==> src/rtl/ritmo_pkg.sv <==
// Shared definitions for the rhythm-game beat sequencer: state encodings,
// default timing parameters and datapath widths.
package ritmo_pkg;

  typedef enum logic [2:0] {
    OCIOSO   = 3'd0,
    CONTAGEM = 3'd1,
    JOGANDO  = 3'd2,
    PAUSADO  = 3'd3,
    FIM      = 3'd4
  } estado_t;

  localparam int CICLOS_POR_BATIDA_PADRAO = 12500000;
  localparam int JANELA_PADRAO            = 3125000;
  localparam int CONTAGEM_BATIDAS_PADRAO  = 4;
  localparam int LIMIAR_BONUS_PADRAO      = 8;

  localparam int LARGURA_PONTOS  = 16;
  localparam int LARGURA_COMBO   = 8;
  localparam int LARGURA_COMANDO = 4;

endpackage

==> src/rtl/detector_de_borda.sv <==
// Rising-edge detector: registers the input and flags bits that went 0->1
// relative to the previous cycle.
module detector_de_borda #(
  parameter int WIDTH = 1
) (
  input  logic             clk,
  input  logic             reset,
  input  logic [WIDTH-1:0] i_x,
  output logic [WIDTH-1:0] o_borda
);

  logic [WIDTH-1:0] r_prev;

  always_ff @(posedge clk) begin
    if (reset) r_prev <= '0;
    else       r_prev <= i_x;
  end

  assign o_borda = i_x & ~r_prev;

endmodule

==> src/rtl/sequenciador_de_ritmo.sv <==
// Beat-timing controller: paces the pattern manager, judges button presses
// against the current command inside a hit window and keeps score and combo.
module sequenciador_de_ritmo
  import ritmo_pkg::*;
#(
  parameter int CICLOS_POR_BATIDA = CICLOS_POR_BATIDA_PADRAO,
  parameter int JANELA            = JANELA_PADRAO,
  parameter int CONTAGEM_BATIDAS  = CONTAGEM_BATIDAS_PADRAO,
  parameter int LIMIAR_BONUS      = LIMIAR_BONUS_PADRAO
) (
  input  logic                       clk,
  input  logic                       reset,
  input  logic                       iniciar,
  input  logic                       pausar,
  input  logic [LARGURA_COMANDO-1:0] botoes,
  input  logic [LARGURA_COMANDO-1:0] comando_atual,
  input  logic                       fim_de_jogo,
  output logic                       trocar_comando,
  output logic                       jogando,
  output logic [2:0]                 estado,
  output logic [LARGURA_PONTOS-1:0]  pontos,
  output logic [LARGURA_COMBO-1:0]   combo,
  output logic                       acerto,
  output logic                       erro
);

  localparam int LC = (CICLOS_POR_BATIDA > 1) ? $clog2(CICLOS_POR_BATIDA) : 1;
  localparam int LB = (CONTAGEM_BATIDAS > 1) ? $clog2(CONTAGEM_BATIDAS) : 1;
  localparam logic [LC-1:0] ULTIMO_CICLO  = LC'(CICLOS_POR_BATIDA - 1);
  localparam logic [LC-1:0] FIM_JANELA    = LC'(JANELA);
  localparam logic [LB-1:0] ULTIMA_BATIDA = LB'(CONTAGEM_BATIDAS - 1);
  localparam logic [LARGURA_COMBO-1:0] BONUS = LARGURA_COMBO'(LIMIAR_BONUS);

  estado_t                      r_estado;
  logic [LC-1:0]                r_cont;
  logic [LB-1:0]                r_batida;
  logic                         r_julgado;
  logic [LARGURA_PONTOS-1:0]    r_pontos;
  logic [LARGURA_COMBO-1:0]     r_combo;
  logic                         r_acerto;
  logic                         r_erro;

  logic                         w_ini;
  logic                         w_pau;
  logic [LARGURA_COMANDO-1:0]   w_nova;

  detector_de_borda #(.WIDTH(1)) u_borda_iniciar (
    .clk(clk), .reset(reset), .i_x(iniciar), .o_borda(w_ini));
  detector_de_borda #(.WIDTH(1)) u_borda_pausar (
    .clk(clk), .reset(reset), .i_x(pausar), .o_borda(w_pau));
  detector_de_borda #(.WIDTH(LARGURA_COMANDO)) u_borda_botoes (
    .clk(clk), .reset(reset), .i_x(botoes), .o_borda(w_nova));

  logic                         w_jogo_ativo;
  logic                         w_fim_batida;
  logic                         w_certo;
  logic                         w_julgar;
  logic                         w_julgado_pos;
  logic                         w_perdeu;
  logic [1:0]                   w_incr;
  logic [LARGURA_PONTOS:0]      w_soma;
  logic [LARGURA_PONTOS-1:0]    w_pontos_mais;
  logic [LARGURA_COMBO-1:0]     w_combo_mais;

  // A pause edge pre-empts judgement and end-of-beat work in the same cycle.
  assign w_jogo_ativo  = (r_estado == JOGANDO) && !w_pau;
  assign w_fim_batida  = (r_cont == ULTIMO_CICLO);
  assign w_certo       = (r_cont < FIM_JANELA) && (w_nova == comando_atual) && (|comando_atual);
  assign w_julgar      = w_jogo_ativo && (|w_nova) && !r_julgado;
  assign w_julgado_pos = r_julgado | w_julgar;
  assign w_perdeu      = w_jogo_ativo && w_fim_batida && !w_julgado_pos && (|comando_atual);

  assign w_incr        = (r_combo >= BONUS) ? 2'd2 : 2'd1;
  assign w_soma        = {1'b0, r_pontos} + (LARGURA_PONTOS+1)'(w_incr);
  assign w_pontos_mais = w_soma[LARGURA_PONTOS] ? '1 : w_soma[LARGURA_PONTOS-1:0];
  assign w_combo_mais  = (&r_combo) ? r_combo : r_combo + 1'b1;

  // Strobe is combinational so the manager advances on the same edge the
  // beat counter wraps, keeping comando_atual aligned with the new beat.
  always_comb begin
    trocar_comando = 1'b0;
    if (!reset) begin
      if ((r_estado == OCIOSO || r_estado == FIM) && w_ini) trocar_comando = 1'b1;
      if (w_jogo_ativo && w_fim_batida && !fim_de_jogo)     trocar_comando = 1'b1;
    end
  end

  always_ff @(posedge clk) begin
    if (reset) begin
      r_estado  <= OCIOSO;
      r_cont    <= '0;
      r_batida  <= '0;
      r_julgado <= 1'b0;
      r_pontos  <= '0;
      r_combo   <= '0;
      r_acerto  <= 1'b0;
      r_erro    <= 1'b0;
    end else begin
      r_acerto <= 1'b0;
      r_erro   <= 1'b0;
      case (r_estado)
        OCIOSO, FIM: begin
          if (w_ini) begin
            r_estado  <= CONTAGEM;
            r_pontos  <= '0;
            r_combo   <= '0;
            r_cont    <= '0;
            r_batida  <= '0;
            r_julgado <= 1'b0;
          end
        end
        CONTAGEM: begin
          if (w_fim_batida) begin
            r_cont <= '0;
            if (r_batida == ULTIMA_BATIDA) begin
              r_estado  <= JOGANDO;
              r_batida  <= '0;
              r_julgado <= 1'b0;
            end else begin
              r_batida <= r_batida + 1'b1;
            end
          end else begin
            r_cont <= r_cont + 1'b1;
          end
        end
        JOGANDO: begin
          if (w_pau) begin
            r_estado <= PAUSADO;
          end else begin
            if (w_julgar) begin
              if (w_certo) begin
                r_acerto <= 1'b1;
                r_combo  <= w_combo_mais;
                r_pontos <= w_pontos_mais;
              end else begin
                r_erro  <= 1'b1;
                r_combo <= '0;
              end
            end
            if (w_perdeu) begin
              r_erro  <= 1'b1;
              r_combo <= '0;
            end
            if (w_fim_batida) begin
              if (fim_de_jogo) begin
                r_estado <= FIM;
              end else begin
                r_cont    <= '0;
                r_julgado <= 1'b0;
              end
            end else begin
              r_cont    <= r_cont + 1'b1;
              r_julgado <= w_julgado_pos;
            end
          end
        end
        PAUSADO: begin
          if (w_pau) r_estado <= JOGANDO;
        end
        default: r_estado <= OCIOSO;
      endcase
    end
  end

  assign estado  = r_estado;
  assign jogando = (r_estado == JOGANDO);
  assign pontos  = r_pontos;
  assign combo   = r_combo;
  assign acerto  = r_acerto;
  assign erro    = r_erro;

endmodule

==> config.mk <==
export PLATFORM = sky130hd
export DESIGN_NAME = sequenciador_de_ritmo
export DESIGN_NICKNAME = d
export VERILOG_FILES = /design/src/rtl/ritmo_pkg.sv /design/src/rtl/detector_de_borda.sv /design/src/rtl/sequenciador_de_ritmo.sv
export SDC_FILE = /design/constraint.sdc
export NUM_CORES = 1
export LEC_CHECK = 0
export BUFFER_PORTS_ARGS = -buffer_cell sky130_fd_sc_hd__buf_2
export CAP_MARGIN = 20
export CORE_ASPECT_RATIO = 1.2
export CORE_MARGIN = 2
export CORE_UTILIZATION = 25
export DETAILED_ROUTE_END_ITERATION = 10
export GPL_ROUTABILITY_DRIVEN = 0
export HOLD_SLACK_MARGIN = 0.06
export PLACE_DENSITY_LB_ADDON = 0.3
export SYNTH_ARGS = -nofsm -noshare
export SYNTH_HDL_FRONTEND = slang
export SYNTH_HIERARCHICAL = 1
export SYNTH_SLANG_ARGS = --single-unit
export TNS_END_PERCENT = 1
==> constraint.sdc <==
create_clock -name clk -period 3.5 [get_ports clk]
set_input_delay 0.7 -clock clk [delete_from_list [all_inputs] [get_ports clk]]
set_output_delay 0.7 -clock clk [all_outputs]
set_load 0.01 [all_outputs]
=== Yosys cells after proc, flatten, opt, wreduce, memory -nomap -nowiden ===
Cells that the tools add are included.

* Register bits after elaboration: 62
* Logic and storage cells: 122

* $add $sub $neg: 4
* $lt $le $gt $ge: 2
* Eq/ne operators: 19
* Mux-type cells: 46
* Bitwise operators: 9
* Reductions and logical operators: 31

{| class="wikitable"
|+ Operator list
! cell !! count
|-
| 24-bit 2-to-1 mux || 5
|-
| 16-bit 2-to-1 mux || 5
|-
| 24-bit case mux with 3 select lines || 1
|-
| 8-bit 2-to-1 mux || 6
|-
| 16-bit case mux with 2 select lines || 1
|-
| 24-bit by 1-bit adder with 24-bit output (second input constant) || 1
|-
| 24-bit == test (second input constant) || 1
|-
| 24-bit by 22-bit less-than comparator with 1-bit output (second input constant) || 1
|-
| 3-bit 2-to-1 mux || 7
|-
| 16-bit by 2-bit adder with 17-bit output || 1
|-
| 8-bit case mux with 2 select lines || 1
|-
| 1-bit 2-to-1 mux || 13
|-
| 3-bit case mux with 4 select lines || 1
|-
| 6-bit AND reduction || 2
|-
| 4-bit OR reduction || 3
|-
| 1-bit logical AND || 10
|-
| 2-bit != test (second input constant) || 5
|-
| 5-bit AND reduction || 2
|-
| 8-bit by 1-bit adder with 8-bit output (second input constant) || 1
|-
| 8-bit by 4-bit greater-or-equal comparator with 1-bit output (second input constant) || 1
|-
| 2-bit 2-to-1 mux || 4
|-
| 8-bit AND reduction || 1
|-
| 3-bit by 2-bit == test with 1-bit output (second input constant) || 2
|-
| 3-bit by 1-bit != test with 1-bit output (second input constant) || 2
|-
| other kinds (25) || 34
|}

=== Longest topological paths before layout ===
* Word-level depth: 13
* Mapped depth: 12

=== Cells and area by module ===
The synthesis kept the hierarchy.

{| class="wikitable"
|+ By module, submodules not included
! module !! instances !! cells each !! area an instance (µm²) !! seq. area each (µm²)
|-
| sequenciador_de_ritmo || 1 || 412 || 3334.4 || 1121.1
|-
| detector_de_borda (u_borda_botoes) || 1 || 12 || 140.1 || 80.1
|-
| detector_de_borda (u_borda_iniciar ...) || 2 || 3 || 47.5 || 20.0
|}

=== Least setup slack after synthesis ===
Ideal clock, no wire load.

* Path kind: input to register
* Start: input port botoes[0]
* End: register r_combo[3], in the netlist combo[3]
* Setup time: 0.086 ns
* Arrival: 2.482 ns
* Data required time: 3.414 ns
* Setup slack: 0.932 ns
* Stages: 7
* Path buffers: 0
* Path through: nor2b_2 -> xor2_1 -> a2111oi_2 -> o2111ai_2 -> o32ai_1 -> nand2_1 -> a211oi_1

* Longest elaborated chain between the ends: 11
* Elaborated cells on any way between the ends: 19
* Those cells by class: eq/ne (3); mux (5); bitwise (2); reduce/logical (9)

{| class="wikitable"
|+ RTL lines
! what !! line !! RTL
|-
| start, declared || sequenciador_de_ritmo.sv:15 || <nowiki>input logic [LARGURA_COMANDO-1:0] botoes,</nowiki>
|-
| 4-bit bitwise AND * || detector_de_borda.sv:19 || <nowiki>assign o_borda = i_x & ~r_prev;</nowiki>
|-
| 4-bit OR reduction || sequenciador_de_ritmo.sv:69 || <nowiki>assign w_julgar = w_jogo_ativo && (|w_nova) && !r_julgado;</nowiki>
|-
| 1-bit logical AND (2 in series) || sequenciador_de_ritmo.sv:69 ||
|-
| 1-bit OR || sequenciador_de_ritmo.sv:70 || <nowiki>assign w_julgado_pos = r_julgado | w_julgar;</nowiki>
|-
| 1-bit zero test || sequenciador_de_ritmo.sv:71 || <nowiki>assign w_perdeu = w_jogo_ativo && w_fim_batida && !w_julgado_pos && (|comando_atual);</nowiki>
|-
| 1-bit logical AND (2 in series) || sequenciador_de_ritmo.sv:71 ||
|-
| 8-bit 2-to-1 mux || sequenciador_de_ritmo.sv:140 || <nowiki>if (w_perdeu) begin</nowiki>
|-
| 8-bit 2-to-1 mux || sequenciador_de_ritmo.sv:127 || <nowiki>if (w_pau) begin</nowiki>
|-
| 8-bit case mux with 2 select lines || sequenciador_de_ritmo.sv:101 || <nowiki>case (r_estado)</nowiki>
|-
| end signal, assigned || sequenciador_de_ritmo.sv:133 || <nowiki>r_combo <= w_combo_mais;</nowiki>
|-
| end, declared || sequenciador_de_ritmo.sv:39 || <nowiki>logic [LARGURA_COMBO-1:0] r_combo;</nowiki>
|}

Every way passes the cells marked *; elsewhere a longest branch is shown, timed or not. The select of a mux whose other input is x is not followed.
A chain may end at the register's enable or synchronous reset.

=== Final worst setup path ===
* Start: register r_cont[9]
* End: output port trocar_comando

* Longest elaborated chain between the ends: 5

{| class="wikitable"
|+ RTL lines
! what !! line !! RTL
|-
| start, declared || sequenciador_de_ritmo.sv:35 || <nowiki>logic [LC-1:0] r_cont;</nowiki>
|-
| start signal, assigned || sequenciador_de_ritmo.sv:123 || <nowiki>r_cont <= r_cont + 1'b1;</nowiki>
|-
| start signal, assigned || sequenciador_de_ritmo.sv:152 || <nowiki>r_cont <= r_cont + 1'b1;</nowiki>
|-
| 24-bit == test || sequenciador_de_ritmo.sv:67 || <nowiki>assign w_fim_batida = (r_cont == ULTIMO_CICLO);</nowiki>
|-
| 1-bit logical AND (2 in series) || sequenciador_de_ritmo.sv:84 || <nowiki>if (w_jogo_ativo && w_fim_batida && !fim_de_jogo) trocar_comando = 1'b1;</nowiki>
|-
| 1-bit 2-to-1 mux || sequenciador_de_ritmo.sv:84 ||
|-
| 1-bit 2-to-1 mux || sequenciador_de_ritmo.sv:82 || <nowiki>if (!reset) begin</nowiki>
|-
| end, declared || sequenciador_de_ritmo.sv:18 || <nowiki>output logic trocar_comando,</nowiki>
|}

Every way passes these cells.

==> impl_results.md <==
* Slew @ Worst Pin at 0.814 ns
* Ys Warns at 6
* Via density at 5.02
* Max-slew violations at 0
* Minimum clock period at 2.92 ns
* CTS buffer count at 9
* Tot GR Track Use at 12.4%
* Fmax achieved at 343 MHz
* Critical path fanouts, max at 9
* Worst slew margin at 45.7%
* CTS Root Cell: clkbuf_16
* Setup CP Type: reg2out
* Final setup TNS at 0 ns
* Worst R2R End: pontos[1]$_SDFFE_PP0P_
* Post-synth EDFFs at 0
* Peak supply drop at 204 uV
* Setup violations, final at 0
* Clock transition at the registers of the reported paths at 0.05 ns
* # diodes at 0
* Total vias in the final route at 3260
* Slowest-stage cell, CP: nor4_4
* Async SR Flop Fraction at 0%
* CP required at 2.80 ns
* Pwr Density at approximately 410 mW/mm^2
* Worst Setup EP: trocar_comando
* Cell Chain, Critical Path: or3_1 > nor4_4 > and2_0 > a21oi_1 > nor2_1 > buf_2
* Most common cell after layout, fill and taps aside: dfxtp_1
* Largest net degree at the start of global routing at 34
* Met2 wire len at ~4300 um
* Seq/Total Area, Yosys at 34.8%
* Commonest non-fill, non-tap cells in the layout: 62 x dfxtp_1, 47 x nor2_1, 43 x buf_2
* RSZ-0062 raised after global routing: false
* Placed Area at 0.00394 mm^2
* Placed cell count at about 630
* Post-DRT Antenna Nets at 0
* CTS resizes at 0
* Initial antenna violation count at 0
* Setup Buffers After CTS at 0
* Min-Delay Path Class: reg2reg
* Flops & latches, synth at 62
* Die width at 113 um
* Vias in the first global route at 3091
* Cell variety after synth at 57
* Final Routed Wirelength at ~9000 um
* CTS tree: done
* Crit share post-route at a little over four fifths
* Crit path DAT at between 2 and 2.5 ns
* DR WL met3 at 332 um
* Routed met1 length at 4370 um
* First-pass GRT wire length at 15200 um
* Drt pass-1 iters at 7
* GRT Residual Overflow at 0
* Max-cap violation count at 0
* I/O Buffers at 43
* 1st-iter DRT viols at 155
* Die H at 135 um
* Mapped Cells at 430
* R2R depth at 10
* Initial Utilization at between 20 and 30%
* CP endpoint kind: primary output
* Clock Sinks at 62
* Crit. Startpoint: r_cont[9]$_SDFFE_PP0P_
* Core ar. at 0.0139 mm^2
* Outcome: finished with violations
* Nets at 494
* Synth Net Count at 450
* Leak Pwr at about 1.6 nW
* CP startpoint kind: flip-flop
* Top routing layer in use: met4
* Failing checks: design-rule violations
* Area grow syn2layout at 18.9%
* Proportion of layout cells with a drive suffix above 1 at 18.0%
* Syn_area_per_cell at about 8.3 um^2
* Worst-skew pair later-pin latency at between 0.3 and 0.4 ns
* Routed length per instance at 14.0 um
* Design area at 0.00424 mm^2
* Rows at 47
* Clock skew at 0.00787 ns
* Mapped cell area at 0.00357 mm^2
* Max stage delay on crit path at 0.51 ns
* Detail Placement HPWL at 6460 um
* Hold buffer count at CTS at 0
* Clock tree buffer depth at 2
* Worst R2R Setup Slack at 0.67 ns
* I/O Pins at 44
* DIE AREA at roughly 0.015 mm^2
* Drc violations at 1
* Top FF cell, synth: dfxtp_1
* Finished Layout Cells at 649
* H-tree level count at 3
* Reg2reg start: combo[6]$_SDFFE_PP0P_
* Final Hold Fails at 0
how the worst min path moves through the flow:
stage	start	endpoint	slack, ns	cells after the start
global route	pontos[14]$_SDFFE_PP0P_	pontos[14]$_SDFFE_PP0P_	0.53	2
CTS	r_batida[1]$_SDFFE_PP0P_	r_batida[1]$_SDFFE_PP0P_	0.51	2
detailed placement	r_batida[1]$_SDFFE_PP0P_	r_batida[1]$_SDFFE_PP0P_	0.50	2
finish	r_batida[1]$_SDFFE_PP0P_	r_batida[1]$_SDFFE_PP0P_	0.50	2
global placement	r_batida[1]$_SDFFE_PP0P_	r_batida[1]$_SDFFE_PP0P_	0.48	2
floorplan	r_batida[1]$_SDFFE_PP0P_	r_batida[1]$_SDFFE_PP0P_	0.46	2
layer usage:
layer	up-vias	GRT usage, %
met5	-	0
met4	0	4.07
met3	9	2.92
met2	57	20.2
met1	1548	16.0
li1	1646	-
through the flow:
| stage | setup slack (ns) | utilization [%] | hold WS (ns) | total power [mW] |
|---|---|---|---|---|
| after floorplan | 0.932 | - | 0.465 | 0.819 |
| after global routing | 0.354 | 30.6 | 0.526 | 1.83 |
| final | 0.581 | 30.6 | 0.499 | 1.76 |
| after global placement | 0.593 | 28.4 | 0.481 | 0.850 |
| after detailed placement | 0.458 | 28.4 | 0.498 | 0.853 |
| after CTS | 0.560 | 30.6 | 0.511 | 1.79 |
logic make-up (layout without fill, tap and decap cells):
logic type / after synthesis / in the layout / synth area share (%)
AO/OA/AOI/OAI: 97 / 97 / 18.5
XOR/XNOR: 23 / 23 / 5.64
adder cells (fa/ha/maj): 7 / 7 / 2.66
buffers and inverters: 33 / 81 / 5.33
flip-flops: 62 / 62 / 34.8
multiplexers: 4 / 4 / 1.12
AND/OR/NAND/NOR: 204 / 204 / 32.0
critical path: cells and delay by family (launching register included):
kind / cells / cell delay (ns)
buffers and inverters: 1 / 0.14
DFF: 1 / 0.39
AOI/OAI and AO/OA: 1 / 0.09
and+or+nand+nor: 4 / 1.27
power breakdown:
group	switching [mW]	total (mW)	leakage (nW)	internal (mW)
Sequential	0.00787	0.722	0.501	0.714
Clock	0.318	0.922	0.151	0.604
Combinational	0.0688	0.115	0.988	0.0465
Total	0.395	1.76	1.64	1.36
synthesized netlist by cell type, types with 2 or more instances:
master | instances | area [um^2]
a211oi_1 | 4 | 30.0
a21o_1 | 13 | 97.6
a21oi_1 | 18 | 90.1
a22o_1 | 11 | 96.3
a22oi_1 | 2 | 15.0
a311oi_1 | 4 | 35.0
and2_1 | 2 | 12.5
and3_1 | 6 | 37.5
buf_2 | 3 | 15.0
buf_6 | 7 | 78.8
clkbuf_1 | 8 | 30.0
dfxtp_1 | 62 | 1240
ha_1 | 6 | 75.1
inv_1 | 12 | 45.0
mux2i_1 | 4 | 40.0
nand2_1 | 31 | 116
nand2b_1 | 5 | 31.3
nand3_1 | 34 | 170
nand3b_1 | 4 | 30.0
nand4_1 | 8 | 50.1
nand4b_1 | 7 | 61.3
nor2_1 | 47 | 176
nor2b_1 | 8 | 50.1
nor2b_2 | 4 | 35.0
nor2b_4 | 4 | 55.1
nor3_1 | 16 | 80.1
nor3b_1 | 2 | 15.0
nor4_1 | 6 | 37.5
nor4_4 | 2 | 42.5
nor4b_1 | 2 | 17.5
o211ai_1 | 3 | 22.5
o21ai_0 | 23 | 115
o21ai_1 | 3 | 15.0
o31a_1 | 3 | 26.3
o31ai_1 | 4 | 30.0
or3_1 | 10 | 62.6
xnor2_1 | 9 | 78.8
xor2_1 | 14 | 123
sequential cells by signal, indices dropped and copies added, names as in the netlist:
register / cells
u_borda_botoes/r_prev: 4
u_borda_pausar/r_prev: 1
erro: 1
pontos: 16
u_borda_iniciar/r_prev: 1
acerto: 1
r_cont: 24
estado: 3
r_julgado: 1
combo: 8
r_batida: 2
final cells by class:
type | instances | area [um^2]
clock buffers | 12 | 267
inverters | 15 | 66.3
clock inverters | 3 | 42.5
repair buffers | 51 | 275
well taps | 171 | 214
fillers | 1518 | 9630
flip-flops and latches | 62 | 1240
multi-input cells | 335 | 2140
No activity file was read; power rests on OpenSTA's default activity.
